File: config.mk
export PLATFORM = sky130hd
export DESIGN_NAME = writeback_stage
export DESIGN_NICKNAME = d
export VERILOG_FILES = /design/src/rtl/writeback_stage.sv
export SDC_FILE = /design/constraint.sdc
export NUM_CORES = 1
export LEC_CHECK = 0
export CAP_MARGIN = 0
export CORE_ASPECT_RATIO = 0.75
export CORE_MARGIN = 2
export CORE_UTILIZATION = 36
export CTS_CLUSTER_DIAMETER = 150
export DETAILED_ROUTE_END_ITERATION = 8
export PLACE_DENSITY = 0.7
export SLEW_MARGIN = 40
export SYNTH_ARGS = -nofsm -noshare
export SYNTH_HDL_FRONTEND = slang
export SYNTH_SLANG_ARGS = --single-unit
File: constraint.sdc
create_clock -name clk -period 5.4 [get_ports clk]
set_input_delay 1.08 -clock clk [delete_from_list [all_inputs] [get_ports clk]]
set_output_delay 1.08 -clock clk [all_outputs]
set_load 0.02 [all_outputs]
File: src/rtl/writeback_stage.sv
// writeback_stage: registers the memory-stage result, aligns load data and drives one regfile write per instruction.
module writeback_stage #(
  parameter int DATA_WIDTH    = 32,
  parameter int ADDR_WIDTH    = 5,
  parameter int INSTRET_WIDTH = 64
) (
  input  logic                     clk,
  input  logic                     rst_n,
  input  logic                     stall_i,
  input  logic                     flush_i,
  input  logic                     mem_valid_i,
  input  logic                     mem_we_i,
  input  logic [ADDR_WIDTH-1:0]    mem_rd_addr_i,
  input  logic [1:0]               mem_sel_i,
  input  logic [DATA_WIDTH-1:0]    mem_alu_result_i,
  input  logic [DATA_WIDTH-1:0]    mem_pc_plus4_i,
  input  logic [DATA_WIDTH-1:0]    mem_csr_data_i,
  input  logic [DATA_WIDTH-1:0]    mem_load_word_i,
  input  logic [1:0]               mem_load_size_i,
  input  logic                     mem_load_unsigned_i,
  input  logic [1:0]               mem_addr_lo_i,
  output logic                     rf_we_o,
  output logic [ADDR_WIDTH-1:0]    rf_write_addr_o,
  output logic [DATA_WIDTH-1:0]    rf_data_o,
  output logic [INSTRET_WIDTH-1:0] instret_o
);
  logic                     valid_q, done_q, we_q;
  logic [ADDR_WIDTH-1:0]    rd_q;
  logic [DATA_WIDTH-1:0]    data_q, shifted, load_data, wb_data;
  logic [INSTRET_WIDTH-1:0] instret_q;
  logic [7:0]               byte_lane;
  logic [15:0]              half_lane;
  always_comb begin
    shifted   = mem_load_word_i >> {mem_addr_lo_i, 3'b000};
    byte_lane = shifted[7:0];
    half_lane = mem_addr_lo_i[1] ? mem_load_word_i[31:16] : mem_load_word_i[15:0];
    load_data = mem_load_size_i == 2'd0 ? {{(DATA_WIDTH-8){byte_lane[7] & ~mem_load_unsigned_i}}, byte_lane} :
                mem_load_size_i == 2'd1 ? {{(DATA_WIDTH-16){half_lane[15] & ~mem_load_unsigned_i}}, half_lane} :
                mem_load_word_i;
    wb_data   = mem_sel_i == 2'd0 ? mem_alu_result_i :
                mem_sel_i == 2'd1 ? load_data :
                mem_sel_i == 2'd2 ? mem_pc_plus4_i : mem_csr_data_i;
  end
  // done_q marks a stalled instruction that has already written and retired
  always_ff @(posedge clk or negedge rst_n) begin
    if (!rst_n) begin
      valid_q   <= 1'b0;
      done_q    <= 1'b0;
      we_q      <= 1'b0;
      rd_q      <= '0;
      data_q    <= '0;
      instret_q <= '0;
    end else begin
      if (valid_q && !done_q) instret_q <= instret_q + 1'b1;
      if (flush_i) begin
        valid_q <= 1'b0;
        done_q  <= 1'b0;
      end else if (stall_i) begin
        if (valid_q) done_q <= 1'b1;
      end else begin
        valid_q <= mem_valid_i;
        we_q    <= mem_we_i;
        rd_q    <= mem_rd_addr_i;
        data_q  <= wb_data;
        done_q  <= 1'b0;
      end
    end
  end
  assign rf_we_o         = valid_q & we_q & (|rd_q) & ~done_q;
  assign rf_write_addr_o = rd_q;
  assign rf_data_o       = data_q;
  assign instret_o       = instret_q;
endmodule

==> results of run 1 <==
[cells by family (layout without fill, tap and decap cells)]
| kind of cell | Yosys count | count (layout) | synth area share [%] |
|---|---|---|---|
| AO/OA/AOI/OAI | 164 | 164 | 19.7 |
| multiplexers | 18 | 18 | 4.80 |
| flip-flops | 104 | 104 | 45.3 |
| AND/OR/NAND/NOR | 195 | 195 | 17.5 |
| XOR/XNOR | 63 | 63 | 9.61 |
| buffers and inverters | 42 | 276 | 2.86 |
| adder cells (fa/ha/maj) | 1 | 1 | 0.218 |
[flip-flops by register name, summed over array words and instances (netlist names)]
name,count
instret_o,64
rf_data_o,32
rf_write_addr_o,5
done_q,1
valid_q,1
we_q,1
[per-layer routing]
layer | up-vias | track usage [%] | routed length [um]
li1 | 2629 | - | -
met1 | 2739 | 29.5 | 7650
met2 | 270 | 38.1 | 9390
met3 | 45 | 7.02 | 1830
met4 | 0 | 8.62 | 612
met5 | - | 0 | 0
[where the power goes]
group	internal [uW]	total (uW)	switching, uW
clock	317	622	305
combinational	282	535	253
sequential	840	896	55.5
total	1440	2050	614
[metrics by stage]
step | hold WS (ns) | worst slack, ns | std cells | total power [uW] | instance area (um2)
floorplan | 0.446 | 2.87 | 587 | 1130 | 5740
global placement | 0.456 | 1.71 | 1011 | 1430 | 8380
detailed placement | 0.464 | 1.72 | 1011 | 1450 | 8390
CTS | 0.474 | 2.08 | 1026 | 2070 | 8670
global route | 0.495 | 1.80 | 1026 | 2150 | 8670
finish | 0.469 | 2.03 | 1026 | 2050 | 8670
[Yosys cell counts (all sizes together), types with 9 or more instances]
library cell / count
a21boi: 16
a21oi: 48
a221o: 11
a22o: 9
a22oi: 23
and3: 14
clkbuf: 27
dfrtp: 104
inv: 9
nand2: 53
nand3: 24
nand4: 17
nor2: 36
nor3: 15
o21ai: 23
o31ai: 16
or3: 13
xnor2: 38
xor2: 25
[critical path, stage by stage]
cell and delay (ns):
clkdlybuf4s50_1 0.40, buf_4 0.23, inv_1 0.60, nand2_1 0.27
a21oi_1 0.57, a21oi_1 0.15, a221o_1 0.29
[final cells by class]
cell class	count	share of cell area (%)
sequential	104	30.0
clock inverter	6	0.649
tap	205	2.96
inverter	9	0.389
timing repair buffer	252	28.9
multi-input combinational	441	34.5
clock buffer	9	2.60
[path summary, 6_finish.rpt]
check / start / to / slack, ns / cells after the start
min: instret_o[63] / instret_o[63] / 0.47 / 1
max reg2reg: done_q / instret_o[61] / 2.86 / 5
min reg2reg: instret_o[63] / instret_o[63] / 0.47 / 1
min in group asynchronous: rst_n / instret_o[49] / 0.76 / 1
max in group asynchronous: rst_n / rf_data_o[2] / 3.53 / 2
max: mem_sel_i[1] / rf_data_o[10] / 2.03 / 7
==> results.md, run 1 <==
- Clock Latency Late Sink: roughly 0.35 ns
- Avg Cell Area, Syn: 9.78 um2
- Final nets: 964
- Arrival time worst endpoint: roughly 3.6 ns
- Max Freq: 0.297 GHz
- Routed vias: 5683
- Min Tclk post-route: 3.37 ns
- CP Launch Type: primary input
- Deepest clock path buffer count: 2
- Top cells by area, synth: dfrtp_1 (45%), xnor2_1 (5.8%), a21oi_1 (4.2%)
- Core area: between 15000 and 20000 um2
- Fin Setup TNS: 0 ns
- Multi-input gate area: 2990 um2
- I/O pins: ~250
- Leading cell type in the layout, fill and taps excluded: clkdlybuf4s50_1
- Hold Fails Final Rpt: 0
- Synth async-reset ratio: 100%
- Rows: 39
- Clock tree sinks: 104
- Max-cap viol count: 0
- Crit Path Max Fanout: 26
- Routed wire per std cell: 19.0 um
- DRT iter0 DRCs: 356
- Placer Congestion: approximately 0.9
- Fill cell count: 1354
- Max H-tree Level: 3
- Root Buffer: clkbuf_16
- Initial antenna violation count: 0
- Critical path class: in2reg
- Outcome: completed
- CTS resizes: 0
- Post-route antenna net violation count: 0
- Slew headroom: 47.8%
- Fin crit share: 62.3%
- Die area: between 15000 and 20000 um2
- Worst hold path type: reg2reg
- Synth warnings: 0
- Unique masters post-synth: between 40 and 50
- EDFF count, synth: 0
- Leakage Power: 0.00353 uW
- First-pass GRT wire length: a little over 30000 um
- Detail Placement HPWL: 15400 um
- WP data required: ~5.6 ns
- # Post-CTS Setup Buffers: 0
- Final wirelength: 19500 um
- Largest net degree at the start of global routing: 60
- Mapped cell area: roughly 5700 um2
- Final Util: 56.3%
- CTS buffer count: 9
- Synthesis-to-finish area growth: 51.1%
- Vias in the first global route: 5834
- Antenna cell count: 0
- Max Clock Skew: just over 0.007 ns
- Vert. Die Dim: approximately 110 um
- Share of cells above drive strength 1: 6.33%
- Top cell type's share of synthesized area: a little under half
- Critical path endpoint category: flip-flop
- RSZ-0062 raised after global routing: no
- Total gr overflow: 0
- Predominant post-synthesis flop cell: dfrtp_1
- VDD IR max: 0.139 mV
- Setup Viol. Count Final: 0
- Slew Limit Fails: 0
- Tot GR Track Use: around a quarter
- Cells after Synth: 587
- Die width: 150 um
- Most frequent cells in the layout: clkdlybuf4s50_1 (246), dfrtp_1 (104), nand2_1 (53)
- Cell Pwr Density: 237 nW/um2
- DRC Markers: 0
- Synth Register Bits: 104
- Dominant cell type by area after synthesis: dfrtp_1
- Pre-antenna DRT Iters: 6
- Sequential cell area: ~2600 um2
- Post-Synthesis Net Count: between 700 and 800
- CTS tree: done
- Reg clk slew, reported paths: 0.07 ns
- Number of port buffers: 247
- DR vias/cell: 5.54
- Initial core utilization: between 30 and 40%
- CTS Hold Bufs: 0
- Worst-Margin Slew: 0.782 ns
- Seq/Total Area, Yosys: 45.3%
(Power assumes the default switching activity.)
==> inputs of run 2 (changes only) <==
Clock period 5.4 ns to 3.1 ns, I/O delays scaled along.
==> run 2 against run 1 <==
  * Routed wire length increased by 0.20%
  * Combinational power is 76% higher
  * Critical path type is now reg2out
  * Highest routed layer unchanged
  * Utilization increased by 0.62 points
  * Non-clock buffer count up 13
  * Cell area is 1.1% higher
  * Clock power rose by 75%
  * Global-route usage shrank 0.52 points
  * Largest power group unchanged
  * Count of clock-buffer cells in the layout is the same
  * Power is 75% higher
==> results.md, run 2 (synthesis results as in run 1) <==
- Outcome: completed (unchanged)
- Max FFs per register: 64 (unchanged)
- Pre-antenna DRT Iters: 5 (was 6)
- CTS buffer count: 9 (unchanged)
- Initial core utilization: 37.2% (unchanged)
- Crit Path Max Fanout: 3 (was 26)
- CTS tree: done (unchanged)
- Setup Viol. Count Final: 0 (unchanged)
- Die width: 150 um (unchanged)
- Total gr overflow: 0 (unchanged)
- DR vias/cell: 5.49 (was 5.54)
- CTS Hold Bufs: 0 (unchanged)
- Routed wire per std cell: 18.8 um (was 19.0 um)
- WP data required: 2.48 ns (was 5.63 ns)
- Clock Latency Late Sink: 0.36 ns (was 0.35 ns)
- Root Buffer: clkbuf_16 (unchanged)
- Slowest stage delay, CP: 0.54 ns (was 0.60 ns)
- Min Tclk post-route: 2.58 ns
- Synthesis-to-finish area growth: 52.8% (was 51.1%)
- Routed met3 length: 1530 um (was 1830 um)
- CP Launch Type: flip-flop (was primary input)
- Worst hold path type: in2async (was reg2reg)
- Slew headroom: 57.5% (was 47.8%)
- Clock tree sinks: 104 (unchanged)
- CP cell instances: or3_1, o311a_1, clkdlybuf4s50_1 (was clkdlybuf4s50_1, buf_4, inv_1, nand2_1, a21oi_1, a21oi_1, a221o_1)
- Placer Congestion: 0.910 (was 0.921)
- Internal reg-to-reg setup slack: 0.88 ns (was 2.86 ns)
- I/O pins: 248 (unchanged)
- Largest net degree at the start of global routing: 105 (was 60)
- Final wirelength: 19500 um (about the same)
- Routed vias: 5702 (was 5683)
- Rows: 39 (unchanged)
- Slowest-stage cell, CP: clkdlybuf4s50_1 (was inv_1)
- RSZ-0062 raised after global routing: no (unchanged)
- Max Clock Skew: 0.00909 ns (was 0.00706 ns)
- Cell Pwr Density: 409 nW/um2 (was 237 nW/um2)
- Worst-Margin Slew: 0.637 ns (was 0.782 ns)
- Arrival time worst endpoint: 1.96 ns (was 3.60 ns)
- Final nets: 977 (was 964)
- Met2 routed WL: 9600 um (was 9390 um)
- Critical path class: reg2out (was in2reg)
- Core area: 15400 um2 (unchanged)
- Max Freq: between 0.3 and 0.4 GHz
- VDD IR max: 0.231 mV (was 0.139 mV)
- Highest Signal Layer: met4 (unchanged)
- Vias in the first global route: 5677 (was 5834)
- First-pass GRT wire length: 30300 um (was 31100 um)
- Final Util: 56.9% (was 56.3%)
- Max-cap viol count: 0 (unchanged)
- Tot GR Track Use: 22.9% (was 23.4%)
- Share of cells above drive strength 1: 7.55% (was 6.33%)
- Post-route antenna net violation count: 0 (unchanged)
- Hold Fails Final Rpt: 0 (unchanged)
- Delay-heaviest family, CP: buffers and inverters (unchanged)
- Most frequent cells in the layout: clkdlybuf4s50_1 (246), dfrtp_1 (104), nand2_1 (53) (unchanged)
- Reg clk slew, reported paths: 0.07 ns (about the same)
- Placed insts: 1024 (was 1011)
- Max H-tree Level: 3 (unchanged)
- Leading cell type in the layout, fill and taps excluded: clkdlybuf4s50_1 (unchanged)
- Fin crit share: 83.2%
- # Post-CTS Setup Buffers: 0 (unchanged)
- Initial antenna violation count: 0 (unchanged)
- Vert. Die Dim: 113 um (unchanged)
- Leakage Power: 0.00360 uW (was 0.00353 uW)
- Fin Setup TNS: 0 ns (unchanged)
- Antenna cell count: 0 (unchanged)
- Detail Placement HPWL: 15500 um (was 15400 um)
- Number of port buffers: 247 (unchanged)
- DRT iter0 DRCs: 373 (was 356)
- CTS resizes: 0 (unchanged)
- Critical path endpoint category: primary output (was flip-flop)
- Slew Limit Fails: 0 (unchanged)
- Finished Layout Cells: 1039 (was 1026)
- Wl on met1: 7990 um (was 7650 um)
- Die area: 17000 um2 (unchanged)
- CP Buf/Inv Count: 1 (was 3)
- Deepest clock path buffer count: 2 (unchanged)
- Worst hold slack: 0.273 ns (was 0.469 ns)
- DRC Markers: 0 (unchanged)
- Pwr Total: 3590 uW (was 2050 uW)
==> run 2: worst paths after layout <==
check | end | start | cells after the start
worst max-delay path | rf_we_o | rf_write_addr_o[1] | 3
worst min-delay path | instret_o[49] | rst_n | 2
worst max register to register | instret_o[44] | instret_o[8] | 5
worst min register to register | instret_o[34] | instret_o[34] | 1
max in group asynchronous | rf_data_o[31] | rst_n | 2
min in group clk | instret_o[34] | instret_o[34] | 1
==> run 2: metal layers <==
metal / vias up / global-route usage (%)
met2: 255 / 38.4
met3: 29 / 6.01
met4: 0 / 7.11
met1: 2762 / 29.0
li1: 2656 / -
met5: - / 0
==> run 2: report_power, final <==
group          total [uW]  internal [uW]  switching (uW)  leakage, uW
logic                 942            502             440      0.00209
registers            1560           1460            94.0      0.00138
clock network        1090            552             536     0.000131
==> run 2: stage by stage <==
step,worst slack [ns],cell area (um2)
4_1_cts,0.506,8770
3_5_place_dp,0.512,8490
6_report,0.522,8770
2_1_floorplan,1.03,5740
3_3_place_gp,0.580,8490
5_1_grt,0.443,8770
==> run 2: worst register-to-register path, delay by kind of cell, from the launching register on <==
| family | cells | cell delay (ns) |
|---|---|---|
| xor+xnor | 1 | 0.16 |
| flops | 1 | 0.47 |
| simple gates | 4 | 1.48 |
==> run 2: layout make-up <==
type / instances / area (um2)
clock inverters: 6 / 53.8
multi-input cells: 441 / 2980
clock buffers: 9 / 225
repair buffers: 265 / 2620
inverters: 9 / 33.8
flip-flops and latches: 104 / 2600
well taps: 205 / 256
fillers: 1359 / 6650
==> inputs of run 3 (changes only) <==
Settings changed: PLACE_DENSITY 0.7 to 0.73.
Clock period 3.1 ns to 2.35 ns, I/O delays scaled along.
==> run 3 against run 2 <==
  * Utilization rose by 1.3 points
  * Final cell count rose by 2.1%
  * Worst setup slack got worse by 0.38 ns
==> results.md, run 3 (synthesis results as in run 1) <==
- Reg clk slew, reported paths: 0.08 ns (was 0.07 ns)
- Leakage Power: 0.00373 uW (was 0.00360 uW)
- Slew Limit Fails: 0 (unchanged)
- Core area: 15400 um2 (unchanged)
- Setup Viol. Count Final: 0 (unchanged)
- Placer Congestion: 0.890 (was 0.910)
- Initial core utilization: 37.2% (unchanged)
- Die area: 17000 um2 (unchanged)
- Critical path endpoint category: primary output (unchanged)
- RSZ-0062 raised after global routing: no (unchanged)
- # Post-CTS Setup Buffers: 0 (unchanged)
- I/O pins: 248 (unchanged)
- Arrival time worst endpoint: 1.74 ns (was 1.96 ns)
- WP data required: 1.88 ns (was 2.48 ns)
- Max Clock Skew: 0.00743 ns (was 0.00909 ns)
- Largest net degree at the start of global routing: 59 (was 105)
- Delay-heaviest family, CP: flip-flops (was buffers and inverters)
- Max Freq: between 0.4 and 0.5 GHz
- Antenna cell count: 0 (unchanged)
- Vias in the first global route: 5625 (was 5677)
- Worst hold path type: in2async (unchanged)
- Routed wire per std cell: 18.7 um (was 18.8 um)
- Outcome: completed (unchanged)
- Vert. Die Dim: 113 um (unchanged)
- Worst-Margin Slew: 0.802 ns (was 0.637 ns)
- Most frequent cells in the layout: clkdlybuf4s50_1 (245), dfrtp_1 (104), nand2_1 (53) (was clkdlybuf4s50_1 (246), dfrtp_1 (104), nand2_1 (53))
- Rows: 39 (unchanged)
- Share of cells above drive strength 1: 9.81% (was 7.55%)
- DRT iter0 DRCs: 337 (was 373)
- Slowest-stage cell, CP: dfrtp_1 (was clkdlybuf4s50_1)
- CP Buf/Inv Count: 1 (unchanged)
- CTS resizes: 1 (was 0)
- Max-cap viol count: 0 (unchanged)
- Number of port buffers: 247 (unchanged)
- Pre-CTS setup slack: -0.158 ns (was 0.512 ns)
- Worst hold slack: 0.0936 ns (was 0.273 ns)
- VDD IR max: 0.296 mV (was 0.231 mV)
- Hold Fails Final Rpt: 0 (unchanged)
- Synthesis-to-finish area growth: 56.3% (was 52.8%)
- Root Buffer: clkbuf_16 (unchanged)
- CP Launch Type: flip-flop (unchanged)
- Tot GR Track Use: 23.7% (was 22.9%)
- Final Util: 58.2% (was 56.9%)
- Clock Latency Late Sink: 0.35 ns (was 0.36 ns)
- Max H-tree Level: 3 (unchanged)
- Routed vias: 5675 (was 5702)
- CTS tree: done (unchanged)
- Deepest clock path buffer count: 2 (unchanged)
- Final wirelength: 19800 um (was 19500 um)
- Crit Path Max Fanout: 3 (unchanged)
- First-pass GRT wire length: 31100 um (was 30300 um)
- Leading cell type in the layout, fill and taps excluded: clkdlybuf4s50_1 (unchanged)
- Total gr overflow: 0 (unchanged)
- Design area: 8970 um2 (was 8770 um2)
- DP Area: 8680 um2 (was 8490 um2)
- Cell Pwr Density: 534 nW/um2 (was 409 nW/um2)
- DR vias/cell: 5.35 (was 5.49)
- Min Tclk post-route: 2.21 ns
- Worst Slack Setup Final: 0.139 ns (was 0.522 ns)
- Finished Layout Cells: 1061 (was 1039)
- Post-route antenna net violation count: 0 (unchanged)
- Slew headroom: 46.2% (was 57.5%)
- Critical path class: reg2out (unchanged)
- Initial antenna violation count: 0 (unchanged)
- Max FFs per register: 64 (unchanged)
- CP cell instances: or3_1, o311a_1, dlygate4sd2_1 (was or3_1, o311a_1, clkdlybuf4s50_1)
- Slowest stage delay, CP: 0.39 ns (was 0.54 ns)
- Fin crit share: 94.1%
- Clock tree sinks: 104 (unchanged)
- Die width: 150 um (unchanged)
- Detail Placement HPWL: 15500 um (about the same)
- Pre-antenna DRT Iters: 5 (unchanged)
- Placed insts: 1045 (was 1024)
- CTS Hold Bufs: 0 (unchanged)
- DRC Markers: 0 (unchanged)
- Final nets: 998 (was 977)
- CTS buffer count: 9 (unchanged)
-- run 3: final cells by class --
type | count | area, um2
tap | 205 | 256
sequential | 104 | 2600
clock buffer | 9 | 225
timing repair buffer | 286 | 2810
fill | 1371 | 6450
clock inverter | 7 | 62.6
multi-input combinational | 441 | 2980
inverter | 9 | 33.8
-- run 3: worst paths after layout --
kind	start	to	slack (ns)	cells after the start
max reg2reg	instret_o[10]	instret_o[44]	0.19	5
max in group asynchronous	rst_n	rf_data_o[20]	1.50	2
min reg2reg	instret_o[63]	instret_o[63]	0.47	1
min	rst_n	instret_o[49]	0.09	1
max	rf_write_addr_o[1]	rf_we_o	0.14	3
min in group clk	instret_o[63]	instret_o[63]	0.47	1
-- run 3: through the flow --
stage / power (uW) / TNS, ns
global placement: 3350 / -1.51
floorplan: 2590 / 0
detailed placement: 3370 / -2.33
global route: 5020 / 0
finish: 4790 / 0
CTS: 4840 / 0
-- run 3: routing by layer --
layer  vias to the layer above  global-route usage (%)  part of all wire (%)
met4                         0                    6.04                   2.0
met1                      2723                    30.2                    41
li1                       2700                       -                     -
met3                        27                    6.90                   7.6
met5                         -                       0                     0
met2                       225                    39.6                    49
-- run 3: power breakdown --
part           switching [uW]  internal, uW
combinational             592           686
sequential                119          1930
clock                     729           736
total                    1440          3350
